`src/rtl/condlogic.sv`:
```
// ARM-style conditional execution unit: gates decoder write requests with the
// condition field evaluated against the architectural NZCV flags.

module condcheck (
  input  logic [3:0] cond,
  input  logic [3:0] flags,
  output logic       condex
);
  logic n, z, c, v;

  assign {n, z, c, v} = flags;

  always_comb begin
    condex = 1'b1;
    case (cond)
      4'b0000: condex = z;
      4'b0001: condex = ~z;
      4'b0010: condex = c;
      4'b0011: condex = ~c;
      4'b0100: condex = n;
      4'b0101: condex = ~n;
      4'b0110: condex = v;
      4'b0111: condex = ~v;
      4'b1000: condex = c & ~z;
      4'b1001: condex = ~c | z;
      4'b1010: condex = ~(n ^ v);
      4'b1011: condex = n ^ v;
      4'b1100: condex = ~z & ~(n ^ v);
      4'b1101: condex = z | (n ^ v);
      // 1110 (AL) and 1111 both execute unconditionally
      default: condex = 1'b1;
    endcase
  end
endmodule

module condlogic (
  input  logic       clk,
  input  logic       reset,
  input  logic [3:0] Cond,
  input  logic [3:0] ALUFlags,
  input  logic [1:0] FlagW,
  input  logic       PCS,
  input  logic       RegW,
  input  logic       MemW,
  input  logic       NoWrite,
  input  logic       Stall,
  input  logic       Flush,
  output logic       PCSrc,
  output logic       RegWrite,
  output logic       MemWrite,
  output logic       CondEx,
  output logic       CondExR,
  output logic [3:0] Flags
);
  logic en;

  // Condition is judged on the committed flags, so an instruction never sees
  // its own ALU result.
  condcheck u_condcheck (
    .cond   (Cond),
    .flags  (Flags),
    .condex (CondEx)
  );

  assign en       = CondEx & ~Stall & ~Flush;
  assign PCSrc    = PCS  & en;
  assign MemWrite = MemW & en;
  assign RegWrite = RegW & en & ~NoWrite;

  always_ff @(posedge clk or posedge reset) begin
    if (reset) begin
      Flags <= 4'b0000;
    end else begin
      if (en & FlagW[1]) Flags[3:2] <= ALUFlags[3:2];
      if (en & FlagW[0]) Flags[1:0] <= ALUFlags[1:0];
    end
  end

  always_ff @(posedge clk or posedge reset) begin
    if (reset)      CondExR <= 1'b0;
    else if (Flush) CondExR <= 1'b0;
    else if (!Stall) CondExR <= CondEx;
  end
endmodule
```
`config.mk`:
```
export PLATFORM = sky130hd
export DESIGN_NAME = condlogic
export DESIGN_NICKNAME = d
export VERILOG_FILES = /design/src/rtl/condlogic.sv
export SDC_FILE = /design/constraint.sdc
export NUM_CORES = 1
export LEC_CHECK = 0
export ABC_AREA = 1
export BUFFER_PORTS_ARGS = -buffer_cell sky130_fd_sc_hd__buf_2
export CELL_PAD_IN_SITES_DETAIL_PLACEMENT = 0
export CELL_PAD_IN_SITES_GLOBAL_PLACEMENT = 1
export CORE_MARGIN = 2
export CORE_UTILIZATION = 30
export CTS_BUF_LIST = sky130_fd_sc_hd__clkbuf_4 sky130_fd_sc_hd__clkbuf_8
export DETAILED_ROUTE_END_ITERATION = 10
export PLACE_DENSITY = 0.94
export SKIP_CTS_REPAIR_TIMING = 1
export SYNTH_ARGS = -nofsm -noshare
export SYNTH_HDL_FRONTEND = slang
export SYNTH_HIERARCHICAL = 1
export SYNTH_SLANG_ARGS = --single-unit
```
`constraint.sdc`:
```
create_clock -name clk -period 3.3 [get_ports clk]
set_clock_uncertainty 0.05 [all_clocks]
set_input_delay 0.66 -clock clk [delete_from_list [all_inputs] [get_ports clk]]
set_output_delay 0.66 -clock clk [all_outputs]
set_load 0.005 [all_outputs]
```
# == Word-level counts from Yosys, hierarchy flattened ==
# Index checks and enable logic that the tools add are counted.
# totals
ff_bits,5
out_inout_bits,9
# classes
eq_ne,14
mux,3
bitwise_logic,21
n_reduce_logical,1
# ops
operator,count
"4-bit equality test, second input constant",6
"4-bit by 3-bit equality test with 1-bit output, second input constant",4
1-bit one-hot mux with 14 select lines,1
1-bit AND,10
"4-bit by 2-bit equality test with 1-bit output, second input constant",2
1-bit inverter,8
"4-bit by 1-bit equality test with 1-bit output, second input constant",1
4-bit logical NOT,1
1-bit 2-to-1 mux,2
"2-bit by 1-bit inequality test with 1-bit output, second input constant",1
1-bit OR,2
1-bit XOR,1

# == Depth between registers and ports, before layout ==
# depth
depth_word,8
depth_mapped,12
ltp_nobuf,12

# == Hierarchy ==
# The synthesis kept the hierarchy.
# by_module_without_submodules
mod,n_inst,cells_each,area_per_inst_um2,seq_area_each_um2
condlogic,1,33,265.3,125.1
condcheck,1,50,205.2,0.0

# == Worst setup path before layout ==
# Ideal clock, no wire load.
# synth_path
kind,in2out
startpoint,input Cond[2]
endpoint,output MemWrite
arrival_time_ns,1.502
required_time_ns,2.590
slack_ns,1.088
stages,10
path_buffers,0
path_cell_list,nand2_1 -> inv_1 -> nand3_1 -> a21oi_1 -> nor2_1 -> nand2_1 -> inv_2 -> nor2_4 -> nand2_2 -> nor2_1
# synth_between
elab_chain_cells,5
# synth_lines
element,line_no,rtl
from (decl),39,"input logic [3:0] Cond,"
"4-bit equality test, or another cell as far along",15,case (cond)
1-bit one-hot mux with 14 select lines *,15,
net CondEx,51,"output logic CondEx,"
1-bit AND * (2 in series),65,assign en = CondEx & ~Stall & ~Flush;
1-bit AND *,67,assign MemWrite = MemW & en;
to (decl),50,"output logic MemWrite,"
# Mark *: on every way through the listed nets, which the timed path passes. The rest lies on a longest branch.

# == Worst setup path after layout ==
# layout_path
startpoint,input Cond[1]
endpoint,output MemWrite
# layout_between
elab_chain_cells,5
# layout_lines
element,line_no
"4-bit equality test, or another cell as far along",15
1-bit one-hot mux with 14 select lines *,15
1-bit AND * (2 in series),65
1-bit AND *,67
# Every way passes the cells marked *; elsewhere a longest branch is shown, timed or not.

==> results.py <==
metrics = {
    "logic_synthesis": {
        "yosysWarnings": 6,
        "yosysTopAreaCell": "dfrtp_1",
        "ys_seq_area_frac": 0.2660,
        "synth_seq_cells": 5,
        "synth_fp_nets": 101,
        "syn_inst": 83,
        "netlist-cell-type-count": 12,
        "syn_area_per_cell_sq_um": 5.668,
        "synth_area_leaders": "dfrtp_1 (27%), nand2_1 (22%), nand3_1 (9.6%), inv_1 (8.8%), nor2_1 (8.8%)",
        "yosys.area.top_type_share": 0.2660,
        "synth_area_sq_um": 470.5,
    },
    "cells_and_area": {
        "diodes": 0,
        "drive_gt1_frac": 0.3451,
        "final_util": 0.4370,
        "syn_to_final_growth_pct": 38.30,
        "fin_nets": 132,
    },
    "timing": {
        "min_period_ns": 2.553,
        "setup_viol": 0,
        "slew_violations": 0,
        "setup_tns_ns": 0,
        "tightestPinTransition_ns": 0.1880,
        "hold_viol_final": 0,
        "slew_headroom": 0.8745,
        "rsz0062_at_grt": "false",
        "worst_slack_ns": 0.7474,
        "hold_ws_ns": 0.2585,
        "final.period_utilization": 0.7735,
        "max_freq_mhz": 391.8,
    },
    "global_routing": {
        "first_global_vias": 547,
        "antenna_found_initial": 0,
        "grt_overflow": 0,
        "grt_usage": 0.1341,
        "grt_start_max_net_pins": 9,
        "grt_pass1_wl_mm": 1.994,
    },
    "hold_path": {
        "hold_path_class": "in -> async",
    },
    "floorplan": {
        "core_region_area_sq_mm": 0.001489,
        "die_x_um": 43.60,
        "die_y_um": 43.60,
        "start_util": 0.3160,
        "dieArea_sq_mm": 0.001901,
        "rows": 14,
        "ios": 27,
    },
    "cts": {
        "insertion_delay_ns": 0.24,
        "cts_buffers": 3,
        "cts_root_buffer": "clkbuf_4",
        "cts_tree": "built",
        "clk_path_buf_depth": 2,
        "clkTransAtPathRegs_ns": 0.04,
        "htreeDepth": 1,
        "clkSinkCount": 5,
    },
    "route": {
        "num_vias": 603,
        "drt_iter0_markers": 2,
        "routed_wl_mm": 1.122,
        "via_per_inst": 4.674,
        "first_pass_iters": 2,
        "wl_per_cell_um": 8.698,
        "ant_nets": 0,
        "drc": 0,
    },
    "power_and_ir_drop": {
        "sw_frac_of_total": 0.3996,
        "p_seq_frac": 0.330,
        "switching_power_uw": 130.9,
        "powerDensity_mw_per_mm2": 503.4,
        "p_int_uw": 196.7,
        "finalPower_uw": 327.5,
        "clkPwrFrac": 0.233,
        "leakagePower_nw": 0.4061,
        "vdd_drop_max_mv": 0.2274,
        "p_comb_frac": 0.437,
    },
    "place": {
        "dp_hpwl_um": 976.1,
        "portBuffers": 26,
        "dp_slack_ns": 0.7492,
        "gp_congestion": 0.7577,
    },
    "setup_path": {
        "critPathKind": "in -> out",
        "cp_data_arrival_time_ns": 1.84,
        "worstSetupStartpointType": "primary input",
        "crit_path_end_kind": "output pin",
        "cp.required_ns": 2.59,
        "cp_max_fo": 7,
    },
    "run_status": {
        "outcome": "finished, final reports clean",
    },
    "flow_run": {
        "maxCapViolations": 0,
    },
}
==> registers in the layout, summed over array words and instances (netlist names) <==
register,count
Flags,4
CondExR,1
==> layer usage <==
metal  track usage  vias up  share of wire
li1              -      322              -
met1        0.1535      252           0.45
met2        0.2294       27           0.45
met3       0.02500        2          0.091
met4       0.07879        0         0.0080
met5             0        -              0
==> power by group through the flow <==
stage / clock network [mW] / logic [mW] / registers [mW]
after floorplan: 0 / 0.0894 / 0.106
after global placement: 0 / 0.140 / 0.108
after detailed placement: 0 / 0.144 / 0.110
after CTS: 0.0797 / 0.144 / 0.109
after global routing: 0.0840 / 0.169 / 0.111
final: 0.0765 / 0.143 / 0.108
==> stage by stage <==
stage | std cells | area, sq um
after CTS | 129 | 650.6
after floorplan | 83 | 470.5
after global routing | 129 | 650.6
after detailed placement | 125 | 620.6
final | 129 | 650.6
after global placement | 125 | 620.6
==> critical path, cell delays in order <==
cell and delay [ns]:
buf_2 0.14, inv_2 0.08, nand2_1 0.07, nand3_1 0.07, nand2_1 0.05, nor2_1 0.10
nor2_1 0.06, nand2_1 0.13, inv_2 0.06, nor2_4 0.15, nand2_2 0.08, nor2_1 0.08
buf_2 0.11
==> area by class of cell <==
cell class	count	area (sq um)
clock buffer	4	30.03
fill	160	838.3
inverter	15	56.30
multi-input combinational	63	289.0
sequential	5	125.1
tap	16	20.02
timing repair buffer	26	130.1
==> kinds of logic after synthesis <==
logic type | share of synthesized area
buffers and inverters | 0.1197
AOI/OAI and AO/OA | 0.04255
DFF | 0.2660
and+or+nand+nor | 0.5718
==> synthesized netlist by cell type <==
library cell	count
nor2_4	1
nor2_2	1
a21oi_1	4
inv_2	4
dfrtp_1	5
nand3_2	1
nand4_1	6
nand2_2	2
nand2_1	28
nor2_1	11
nand3_1	9
inv_1	11
==> cell usage in the layout, fill, tap and decap left out <==
master | synthesis | routed
nand3_1 | 9 | 9
nor2_2 | 1 | 1
nand2_2 | 2 | 2
a21oi_1 | 4 | 4
dfrtp_1 | 5 | 5
nor2_1 | 11 | 11
nor2_4 | 1 | 1
buf_2 | 0 | 26
nand3_2 | 1 | 1
inv_1 | 11 | 11
nand2_1 | 28 | 28
nand4_1 | 6 | 6
clkbuf_4 | 0 | 4
inv_2 | 4 | 4
==> worst paths after layout <==
check | end | slack, ns | depth (start not counted) | start
min | CondExR | 0.26 | 2 | reset
max in group asynchronous | Flags[1] | 2.77 | 2 | reset
min reg2reg | CondExR | 0.46 | 2 | CondExR
min in group clk | CondExR | 0.46 | 2 | CondExR
max | MemWrite | 0.75 | 13 | Cond[1]
max reg2reg | Flags[0] | 1.79 | 10 | Flags[3]
(Power assumes the default switching activity.)
